File: config.mk
export PLATFORM = sky130hd
export DESIGN_NAME = multicycle_controller
export DESIGN_NICKNAME = d
export VERILOG_FILES = /design/src/rtl/rv32_pkg.sv /design/src/rtl/branch_eval.sv /design/src/rtl/multicycle_controller.sv
export SDC_FILE = /design/constraint.sdc
export NUM_CORES = 1
export LEC_CHECK = 0
export BUFFER_PORTS_ARGS = -buffer_cell sky130_fd_sc_hd__buf_4
export CORE_UTILIZATION = 38
export CTS_BUF_LIST = sky130_fd_sc_hd__clkbuf_8
export DETAILED_ROUTE_END_ITERATION = 12
export PLACE_DENSITY = 0.83
export SETUP_SLACK_MARGIN = 0.02
export SYNTH_ARGS = -nofsm -noshare
export SYNTH_HDL_FRONTEND = slang
export SYNTH_SLANG_ARGS = --single-unit
File: constraint.sdc
create_clock -name clk -period 2.1 [get_ports clk]
set_input_delay 0.21 -clock clk [delete_from_list [all_inputs] [get_ports clk]]
set_output_delay 0.21 -clock clk [all_outputs]
set_load 0.1 [all_outputs]
File: src/rtl/rv32_pkg.sv
// Shared RV32I decode constants, controller state encoding and control-bundle type
// used by the multicycle controller and its branch evaluator.
package rv32_pkg;

    localparam logic [6:0] OP       = 7'b0110011;
    localparam logic [6:0] OP_IMM   = 7'b0010011;
    localparam logic [6:0] LOAD     = 7'b0000011;
    localparam logic [6:0] STORE    = 7'b0100011;
    localparam logic [6:0] BRANCH   = 7'b1100011;
    localparam logic [6:0] JAL      = 7'b1101111;
    localparam logic [6:0] JALR     = 7'b1100111;
    localparam logic [6:0] LUI      = 7'b0110111;
    localparam logic [6:0] AUIPC    = 7'b0010111;
    localparam logic [6:0] MISC_MEM = 7'b0001111;
    localparam logic [6:0] SYSTEM   = 7'b1110011;

    localparam logic [2:0] F3_BEQ  = 3'b000;
    localparam logic [2:0] F3_BNE  = 3'b001;
    localparam logic [2:0] F3_BLT  = 3'b100;
    localparam logic [2:0] F3_BGE  = 3'b101;
    localparam logic [2:0] F3_BLTU = 3'b110;
    localparam logic [2:0] F3_BGEU = 3'b111;

    localparam logic [2:0] F3_LB  = 3'b000;
    localparam logic [2:0] F3_LH  = 3'b001;
    localparam logic [2:0] F3_LW  = 3'b010;
    localparam logic [2:0] F3_LBU = 3'b100;
    localparam logic [2:0] F3_LHU = 3'b101;

    localparam logic [2:0] F3_SB = 3'b000;
    localparam logic [2:0] F3_SH = 3'b001;
    localparam logic [2:0] F3_SW = 3'b010;

    localparam logic [1:0] ALU_A_RS1  = 2'd0;
    localparam logic [1:0] ALU_A_PC   = 2'd1;
    localparam logic [1:0] ALU_A_ZERO = 2'd2;

    typedef enum logic [2:0] {
        S_FETCH   = 3'd0,
        S_DECODE  = 3'd1,
        S_EXECUTE = 3'd2,
        S_MEM     = 3'd3,
        S_WB      = 3'd4,
        S_TRAP    = 3'd5
    } state_e;

    typedef struct packed {
        logic       mem_req;
        logic       ien;
        logic       pc_en;
        logic       reg_or_imm;
        logic [1:0] alu_a;
        logic       we;
        logic [2:0] ls_cntl;
        logic       flag_en;
        logic       branch_taken;
        logic       jump;
        logic       trap;
    } ctl_t;

    function automatic logic load_f3_ok(input logic [2:0] f3);
        return (f3 == F3_LB) || (f3 == F3_LH) || (f3 == F3_LW) ||
               (f3 == F3_LBU) || (f3 == F3_LHU);
    endfunction

    function automatic logic store_f3_ok(input logic [2:0] f3);
        return (f3 == F3_SB) || (f3 == F3_SH) || (f3 == F3_SW);
    endfunction

endpackage

File: src/rtl/branch_eval.sv
// Branch condition evaluator: funct3 plus ALU flags {V,C,N,Z} -> taken / illegal.
module branch_eval
    import rv32_pkg::*;
(
    input  logic [2:0] funct3_i,
    input  logic [3:0] flags_i,
    output logic       taken_o,
    output logic       illegal_o
);

    logic z, n, c, v;
    assign z = flags_i[0];
    assign n = flags_i[1];
    assign c = flags_i[2];
    assign v = flags_i[3];

    always_comb begin
        taken_o   = 1'b0;
        illegal_o = 1'b0;
        case (funct3_i)
            F3_BEQ:  taken_o = z;
            F3_BNE:  taken_o = !z;
            F3_BLT:  taken_o = n ^ v;
            F3_BGE:  taken_o = !(n ^ v);
            // C is "no borrow", so unsigned less-than is its complement
            F3_BLTU: taken_o = !c;
            F3_BGEU: taken_o = c;
            default: illegal_o = 1'b1;
        endcase
    end

endmodule

File: src/rtl/multicycle_controller.sv
// Multicycle RV32I control FSM: FETCH/DECODE/EXECUTE/MEM/WB/TRAP with memory
// ready stalls; all datapath enables are decoded from the current state.
module multicycle_controller
    import rv32_pkg::*;
#(
    parameter int XLEN     = 32,
    parameter int NUM_REGS = 32
) (
    input  logic                clk,
    input  logic                rst,
    input  logic [XLEN-1:0]     instr,
    input  logic                mem_ready,
    input  logic [4:0]          flags,
    output logic                mem_req,
    output logic                ien,
    output logic                pc_en,
    output logic [NUM_REGS-1:0] ren,
    output logic                reg_or_imm,
    output logic [1:0]          alu_mux_cntl,
    output logic                we,
    output logic [2:0]          ls_cntl,
    output logic                flag_en,
    output logic                branch_taken,
    output logic                jump,
    output logic                trap,
    output logic [2:0]          state
);

    localparam int RW = (NUM_REGS > 1) ? $clog2(NUM_REGS) : 1;

    state_e state_q, state_d;

    logic [6:0]          opcode;
    logic [2:0]          funct3;
    logic [RW-1:0]       rd_idx;
    logic [NUM_REGS-1:0] ren_onehot;
    logic                br_taken, br_illegal;
    ctl_t                ctl;
    logic [NUM_REGS-1:0] ren_c;
    logic                unused_bits;

    assign opcode = instr[6:0];
    assign funct3 = instr[14:12];
    assign rd_idx = instr[7 +: RW];
    assign unused_bits = ^{instr, flags[4]};

    // Bit 0 is hardwired low so writes to x0 never produce an enable.
    assign ren_onehot[0] = 1'b0;
    genvar gi;
    generate
        for (gi = 1; gi < NUM_REGS; gi++) begin : g_ren
            assign ren_onehot[gi] = (rd_idx == RW'(gi));
        end
    endgenerate

    branch_eval u_branch_eval (
        .funct3_i  (funct3),
        .flags_i   (flags[3:0]),
        .taken_o   (br_taken),
        .illegal_o (br_illegal)
    );

    always_ff @(posedge clk or posedge rst) begin
        if (rst) begin
            state_q <= S_FETCH;
        end else begin
            state_q <= state_d;
        end
    end

    always_comb begin
        state_d = state_q;
        ctl     = '0;
        ren_c   = '0;
        case (state_q)
            S_FETCH: begin
                ctl.mem_req = 1'b1;
                if (mem_ready) begin
                    ctl.ien = 1'b1;
                    state_d = S_DECODE;
                end
            end
            S_DECODE: begin
                case (opcode)
                    BRANCH: begin
                        ctl.flag_en = 1'b1;
                        state_d     = br_illegal ? S_TRAP : S_EXECUTE;
                    end
                    LOAD:  state_d = load_f3_ok(funct3)  ? S_MEM : S_TRAP;
                    STORE: state_d = store_f3_ok(funct3) ? S_MEM : S_TRAP;
                    OP, OP_IMM, LUI, AUIPC, JAL, JALR, MISC_MEM: state_d = S_EXECUTE;
                    default: state_d = S_TRAP;
                endcase
            end
            S_EXECUTE: begin
                ctl.pc_en = 1'b1;
                state_d   = S_FETCH;
                case (opcode)
                    OP: ren_c = ren_onehot;
                    OP_IMM: begin
                        ctl.reg_or_imm = 1'b1;
                        ren_c          = ren_onehot;
                    end
                    LUI: begin
                        ctl.alu_a      = ALU_A_ZERO;
                        ctl.reg_or_imm = 1'b1;
                        ren_c          = ren_onehot;
                    end
                    AUIPC: begin
                        ctl.alu_a      = ALU_A_PC;
                        ctl.reg_or_imm = 1'b1;
                        ren_c          = ren_onehot;
                    end
                    JAL, JALR: begin
                        ctl.alu_a = ALU_A_PC;
                        ctl.jump  = 1'b1;
                        ren_c     = ren_onehot;
                    end
                    BRANCH: ctl.branch_taken = br_taken;
                    default: ;
                endcase
            end
            S_MEM: begin
                ctl.mem_req    = 1'b1;
                ctl.reg_or_imm = 1'b1;
                ctl.ls_cntl    = funct3;
                ctl.we         = (opcode == STORE);
                if (mem_ready) begin
                    if (opcode == STORE) begin
                        ctl.pc_en = 1'b1;
                        state_d   = S_FETCH;
                    end else begin
                        state_d   = S_WB;
                    end
                end
            end
            S_WB: begin
                ren_c       = ren_onehot;
                ctl.ls_cntl = funct3;
                ctl.pc_en   = 1'b1;
                state_d     = S_FETCH;
            end
            S_TRAP: begin
                ctl.trap  = 1'b1;
                ctl.pc_en = 1'b1;
                state_d   = S_FETCH;
            end
            default: state_d = S_FETCH;
        endcase
    end

    // Reset masks every output combinationally, so a store drops we immediately.
    assign mem_req      = ctl.mem_req      & ~rst;
    assign ien          = ctl.ien          & ~rst;
    assign pc_en        = ctl.pc_en        & ~rst;
    assign reg_or_imm   = ctl.reg_or_imm   & ~rst;
    assign alu_mux_cntl = rst ? 2'b00 : ctl.alu_a;
    assign we           = ctl.we           & ~rst;
    assign ls_cntl      = rst ? 3'b000 : ctl.ls_cntl;
    assign flag_en      = ctl.flag_en      & ~rst;
    assign branch_taken = ctl.branch_taken & ~rst;
    assign jump         = ctl.jump         & ~rst;
    assign trap         = ctl.trap         & ~rst;
    assign ren          = rst ? '0 : ren_c;
    assign state        = state_q;

endmodule

==> flow_metrics.tcl, run 1 <==
set metrics [dict create \
    outcome "stopped before the end" \
    stop_stage "clock tree synthesis (4_1_cts)" \
    tool.error "[ERROR DPL-0038] Utilization greater than 100%, impossible to legalize" \
    async_flop_share_pct 100 \
    cts.sinks 3 \
    num_io_pins 89 \
    die_w_um 51.7 \
    synth_fp_nets 174 \
    cts.repair.resized 91 \
    clock_tree.buffer_depth 2 \
    synth_cell_type_count 49 \
    cts_buffers 3 \
    placed_area_um2 2120 \
    dominantRegCellSynth "dfrtp_1" \
    port_buffers 69 \
    rows 17 \
    start_util_pct 41.2 \
    cts_root_buf "clkbuf_8" \
    yosysSeqAreaShare_pct 8.00 \
    ctsHoldBuffers 0 \
    htreeDepth 1 \
    dp_hpwl_mm 3.88 \
    synth_seq_cells 3 \
    place.gp.congestion 0.995 \
    yosysWarnings 0 \
    syn_area_um2 938 \
    synth_area_per_cell_um2 7.00 \
    die_height_um 51.7 \
    synth_edf_count 0 \
    post-cts-setup-buffers 7 \
    syn_inst 134 \
]
[cell families after synthesis]
group           synth area share, %
compound gates                 20.0
simple gates                   55.5
flops                          8.00
buf+inv                        9.47
xor+xnor                       5.60
mux                            1.07
other cells                   0.400
[synth_stat cells (2+ instances only)]
cell	count	share of area [%]
nand2_1	7	2.8
or3_1	4	2.7
nand3_1	3	1.6
and2_1	3	2.0
nand2b_1	5	3.3
xnor2_1	5	4.7
o21ai_0	2	1.1
buf_2	2	1.1
a211oi_1	2	1.6
or3b_1	2	1.9
buf_4	2	1.6
nor3b_1	3	2.4
inv_1	6	2.4
nor3_1	18	9.6
a21oi_1	7	3.7
nor4_1	16	11
dfrtp_1	3	8.0
or4_1	2	1.6
nor2_1	6	2.4
clkbuf_1	6	2.4
nand3b_1	2	1.6
[through the flow]
stage / hold slack [ns] / std cells / util, % / TNS [ns] / worst slack [ns]
after floorplan: 0.375 / 134 / - / -24.78 / -0.914
after detailed placement: 0.321 / 241 / 93.2 / -0.841 / -0.0664
after global placement: 0.304 / 241 / 93.2 / 0 / 0.00955
==> run 2, diff against run 1 <==
- CORE_AREA: unset -> 2 2 63 65
- CORE_UTILIZATION: 38 -> unset
- CTS_BUF_LIST: sky130_fd_sc_hd__clkbuf_8 -> unset
- DIE_AREA: unset -> 0 0 65 67
- PLACE_DENSITY: 0.83 -> unset
- PLACE_DENSITY_LB_ADDON: unset -> 0.15
- SETUP_SLACK_MARGIN: 0.02 -> unset
==> flow_metrics.tcl, run 2 <==
set metrics [dict create \
    outcome "complete, but fails checks" \
    synthMuxAreaShare_pct 1.07 \
    syn_area_um2 938 \
    multi_input_area_um2 1360 \
    die_height_um 67 \
    hold_viol_final 0 \
    crit_fanout 7 \
    fin_crit_sh_pct 108 \
    critPathRequiredTime_ns 1.89 \
    yosysSeqAreaShare_pct 8.00 \
    setup_viol 32 \
    dp_hpwl_mm 3.25 \
    placed_cells 267 \
    ctsHoldBuffers 0 \
    yosysMostFrequentCell "nor3_1" \
    powerDensity_nw_per_um2 580 \
    synth_top_area_cell "nor4_1" \
    dominantRegCellSynth "dfrtp_1" \
    first_global_vias 1468 \
    cts_tree "done" \
    globalRouteTotalUtil_pct 21.6 \
    path_class "reg2out" \
    fin_worst_skew_ns 0.000387 \
    num_io_pins 89 \
    peakVddDrop_mv 0.369 \
    drt_wl_total_mm 4.82 \
    synthSimpleGateAreaFrac_pct 55.5 \
    antennaDiodeCount 0 \
    die_w_um 65 \
    area_delta_synth_final_pct 196 \
    worst_slew_margin_rel_pct 56.6 \
    antenna_found_initial 0 \
    synth_cell_type_count 49 \
    post-route-min-period_ns 2.27 \
    path_clk_slew_ns 0.03 \
    vias 1490 \
    synth_xor_xnor_area_share_pct 5.60 \
    die-area_um2 4360 \
    grt_pass1_wl_mm 7.25 \
    slew_violations 0 \
    synth_top_area_share_pct 10.7 \
    synth_commonest_cells "nor3_1, nor4_1, a21oi_1, nand2_1" \
    fin_cells 282 \
    yosys.area_share.adder_pct 0 \
    crit_path_end_kind "output port" \
    p_total_w 0.00161 \
    stdcell_area_um2 2780 \
    fillerInstances 233 \
    fin_util_pct 77.1 \
    yosys-top-cells-area "nor4_1, nor3_1, dfrtp_1, xnor2_1, a21oi_1" \
    most-common-layout-cells "buf_4, buf_6, buf_12, nor4_4, nor3_4" \
    violations "negative setup slack" \
    drt_iter0_drc 42 \
    final_common_cell "buf_4" \
    cts.sinks 3 \
    cts_root_buf "clkbuf_8" \
    ant_nets 0 \
    fin_ws_ns -0.166 \
    rsz0062_at_grt "yes" \
    placed_area_um2 2220 \
    synth_seq_cells 3 \
    largest_reg_flops 3 \
    htreeDepth 1 \
    yosysWarnings 0 \
    coreArea_um2 3610 \
    cts_buffers 3 \
    arrival_ns 2.06 \
    critPathLaunchType "flip-flop" \
    fin_nets 275 \
    syn_inst 134 \
    grt_overflow_total 0 \
    routedWlPerCell_um 17.1 \
    rows 22 \
    drc 0 \
    synth_area_per_cell_um2 7.00 \
    tightest_slew_ns 0.648 \
    synth_edf_count 0 \
    fmax_ghz 0.441 \
    hp-class "in2async" \
    seq_area_um2 86.3 \
    layout-drive-gt1-share_pct 76.5 \
    synth-compound-area-share_pct 20.0 \
    place.gp.congestion 0.910 \
    synth_top_family_by_area "simple AND/OR/NAND/NOR gates" \
    drv_cap 0 \
    async_flop_share_pct 100 \
    grt_start_max_net_pins 15 \
    leakagePower_nw 1.16 \
    clock_tree.buffer_depth 2 \
    dr.pass1.iters 4 \
    viasPerCell 5.28 \
    start_util_pct 26.0 \
    synth_fp_nets 174 \
    port_buffers 69 \
    clk_latency_ns 0.22 \
]
[run 2: cell counts after synthesis]
Identical to the previous run, type by type.
[run 2: layout make-up]
type,instances,area share [%]
multi-input cells,113,49.0
flip-flops and latches,3,3.11
repair buffers,107,43.1
inverters,7,1.04
well taps,48,2.16
clock buffers,4,1.62
[run 2: final timing paths]
kind / from / endpoint / slack (ns) / cells past startpoint
setup reg to reg: state[1] / state[2] / 0.46 / 5
hold reg to reg: state[2] / state[0] / 0.70 / 2
setup / recovery: state[2] / ren[2] / -0.17 / 5
min in group clk: mem_ready / state[2] / 0.35 / 3
hold / removal: rst / state[0] / 0.1 / 3
max in group asynchronous: rst / state[1] / 1.86 / 3
[run 2: stage by stage]
step | hold slack, ns | worst slack, ns | TNS, ns
2_1_floorplan | 0.375 | -0.914 | -24.78
3_3_place_gp | 0.308 | 0.0127 | 0
3_5_place_dp | 0.315 | -0.0274 | -0.0908
4_1_cts | 0.0856 | -0.171 | -3.20
5_1_grt | 0.102 | -0.263 | -5.72
6_report | 0.0955 | -0.166 | -3.30
[run 2: cells by family after synthesis]
kind of cell,after synthesis
and+or+nand+nor,82
AOI/OAI and AO/OA,22
buffers and inverters,19
xor gates and xnor gates,6
DFF,3
muxes,1
other,1
[run 2: report_power, final]
part	switching (W)	internal [W]
sequential	0.0000299	0.0000922
clock	0.0000404	0.000130
combinational	0.000865	0.000455
total	0.000935	0.000676
[run 2: layer usage]
layer / routed length, µm / GRT usage, %
met1: 1890 / 25.0
met2: 2640 / 40.6
met3: 201 / 2.36
met4: 87 / 7.98
met5: 0 / 0
[run 2: critical path, cell delays in order, from the launching register on]
cell and delay (ns):
dfrtp_4 0.49, xnor2_2 0.15, nor3_2 0.15, or3b_4 0.50
nor4_4 0.28, buf_6 0.26
[run 2: repair_timing]
action                     in CTS  in global routing
gates cloned                    1                  0
hold endpoints to repair        0                  0
resized for setup              90                 16
setup endpoints to repair      38                 40
buffers inserted                4                  8
pin swaps                      24                 10
Note: power is estimated with default switching activity, not from simulation.
==> run 3, diff against run 2 <==
- REMOVE_ABC_BUFFERS: unset -> 1
==> flow_metrics.tcl, run 3 (synthesized netlist as in run 2, its figures left out) <==
set metrics [dict create \
    tns_ns -1.30 \
    clockPowerShare_pct 11.9 \
    path_clk_slew_ns 0.03 \
    routedWlPerCell_um 15.0 \
    ff2ff_path_depth 5 \
    p_switching_w 0.000814 \
    rows 22 \
    critPathRequiredTime_ns 1.89 \
    drt_iter0_drc 52 \
    reg2reg_slack_ns 0.46 \
    holdCritStartpoint "mem_ready" \
    fin_cells 270 \
    powerDensity_nw_per_um2 638 \
    cts.sinks 3 \
    fin_crit_sh_pct 105 \
    crit_path_end_kind "output port" \
    drv_cap 0 \
    fmax_ghz 0.452 \
    die_height_um 67 \
    first_global_vias 1315 \
    worst_slew_margin_rel_pct 57.0 \
    tightest_slew_ns 0.643 \
    slowest_stage "dfrtp_1" \
    hp-class "in2reg" \
    hold_viol_final 0 \
    rsz0062_at_grt "yes" \
    area_delta_synth_final_pct 134 \
    preCtsSetupSlack_ns -0.0285 \
    hold_ws_ns 0.337 \
    seq_power_share_pct 7.5 \
    p_comb_share_pct 80.6 \
    path_class "reg2out" \
    fin_ws_ns -0.113 \
    clk_latency_ns 0.22 \
    cts_tree "done" \
    grt_pass1_wl_mm 5.97 \
    p_total_w 0.00140 \
    setup_viol 24 \
    antenna_found_initial 0 \
    drt_wl_total_mm 4.05 \
    swShare_pct 58.1 \
    antennaDiodeCount 0 \
    path_cells "or3b_4 -> o41ai_4 -> buf_12 -> nor2_4 -> nor4_4 -> buf_6" \
    clock_tree.buffer_depth 2 \
    num_io_pins 89 \
    globalRouteTotalUtil_pct 16.8 \
    arrival_ns 2.00 \
    r2r-start "state[1]" \
    hold_end "state[2]" \
    final_common_cell "buf_4" \
    grt_start_max_net_pins 15 \
    grt_overflow_total 0 \
    most-common-layout-cells "buf_4, buf_6" \
    vias 1421 \
    dr.pass1.iters 4 \
    die-area_um2 4360 \
    outcome "complete, but fails checks" \
    cts_root_buf "clkbuf_8" \
    cts_buffers 3 \
    worstReg2RegEnd "state[2]" \
    fin_worst_skew_ns 0.00363 \
    slew_violations 0 \
    crit_fanout 8 \
    p_int_w 0.000588 \
    peakVddDrop_mv 0.722 \
    dp_hpwl_mm 2.74 \
    htreeDepth 1 \
    coreArea_um2 3610 \
    holdPathStages 3 \
    critPathLaunchType "flip-flop" \
    violations "negative setup slack" \
    leakagePower_nw 0.910 \
    largest_reg_flops 3 \
    place.gp.congestion 0.894 \
    start_util_pct 26.0 \
    viasPerCell 5.26 \
    layout-drive-gt1-share_pct 64.4 \
    placed_cells 253 \
    die_w_um 65 \
    ant_nets 0 \
    port_buffers 69 \
    fin_nets 263 \
    cpPeakStageDelay_ns 0.42 \
    drc 0 \
    post-route-min-period_ns 2.21 \
]
## run 3: cell count changes in the layout (fill, tap and decap cells not counted), moves of 5 or more
| cell | previous run | this run |
|---|---|---|
| nor3_1 | 2 | 7 |
| nor3_4 | 16 | 6 |
| buf_4 | 58 | 53 |
| nor4_2 | 1 | 7 |
| buf_12 | 24 | 5 |
| nor3_2 | 1 | 6 |
| nor4_4 | 16 | 6 |
## run 3: critical path, delay by kind of cell (launching register included)
kind	cells	cell delay, ns
AND/OR/NAND/NOR	3	0.78
buffers and inverters	2	0.45
flip-flops	1	0.42
AO/OA/AOI/OAI	1	0.13
## run 3: metal layers
layer	global-route usage, %	share of wire [%]
met5	0	0
met4	2.93	0.42
met3	1.69	5.1
met2	35.1	55
met1	18.1	39
## run 3: power groups by stage
stage | Sequential (W) | Combinational [W] | Clock [W]
floorplan | 0.000266 | 0.000460 | 0
global placement | 0.0000991 | 0.000886 | 0
detailed placement | 0.0000992 | 0.000897 | 0
CTS | 0.0000998 | 0.00102 | 0.000167
global route | 0.000109 | 0.00118 | 0.000179
finish | 0.000106 | 0.00113 | 0.000167
## run 3: per-stage QoR
step	area, µm²	utilization, %
CTS	1890	52.5
global route	2200	61.0
finish	2200	61.0
global placement	1560	43.2
floorplan	876	-
detailed placement	1560	43.2
## run 3: worst max path at each step
stage	from	endpoint	slack, ns
5_1_grt	state[1]	ren[19]	-0.17
3_5_place_dp	state[1]	ren[10]	-0.03
6_report	state[1]	ren[18]	-0.11
3_3_place_gp	state[1]	ren[10]	0.01
4_1_cts	state[1]	ren[8]	-0.13
2_1_floorplan	state[2]	ren[17]	-2.85
## run 3: layout make-up
type | instances | area (µm²)
Clock buffer | 4 | 45.0
Sequential cell | 3 | 76.3
Inverter | 7 | 26.3
Timing Repair Buffer | 95 | 938
Fill cell | 308 | 1410
Multi-Input combinational cell | 113 | 1050
Tap cell | 48 | 60.1
## run 3: timing repair
| item | in CTS | in global routing |
|---|---|---|
| hold buffers | 1 | 0 |
| pin swaps | 16 | 9 |
| buffers inserted | 4 | 7 |
| gates cloned | 1 | 0 |
| endpoints found under the setup margin | 33 | 37 |
| endpoints found under the hold margin | 3 | 0 |
| gates resized for setup | 49 | 56 |
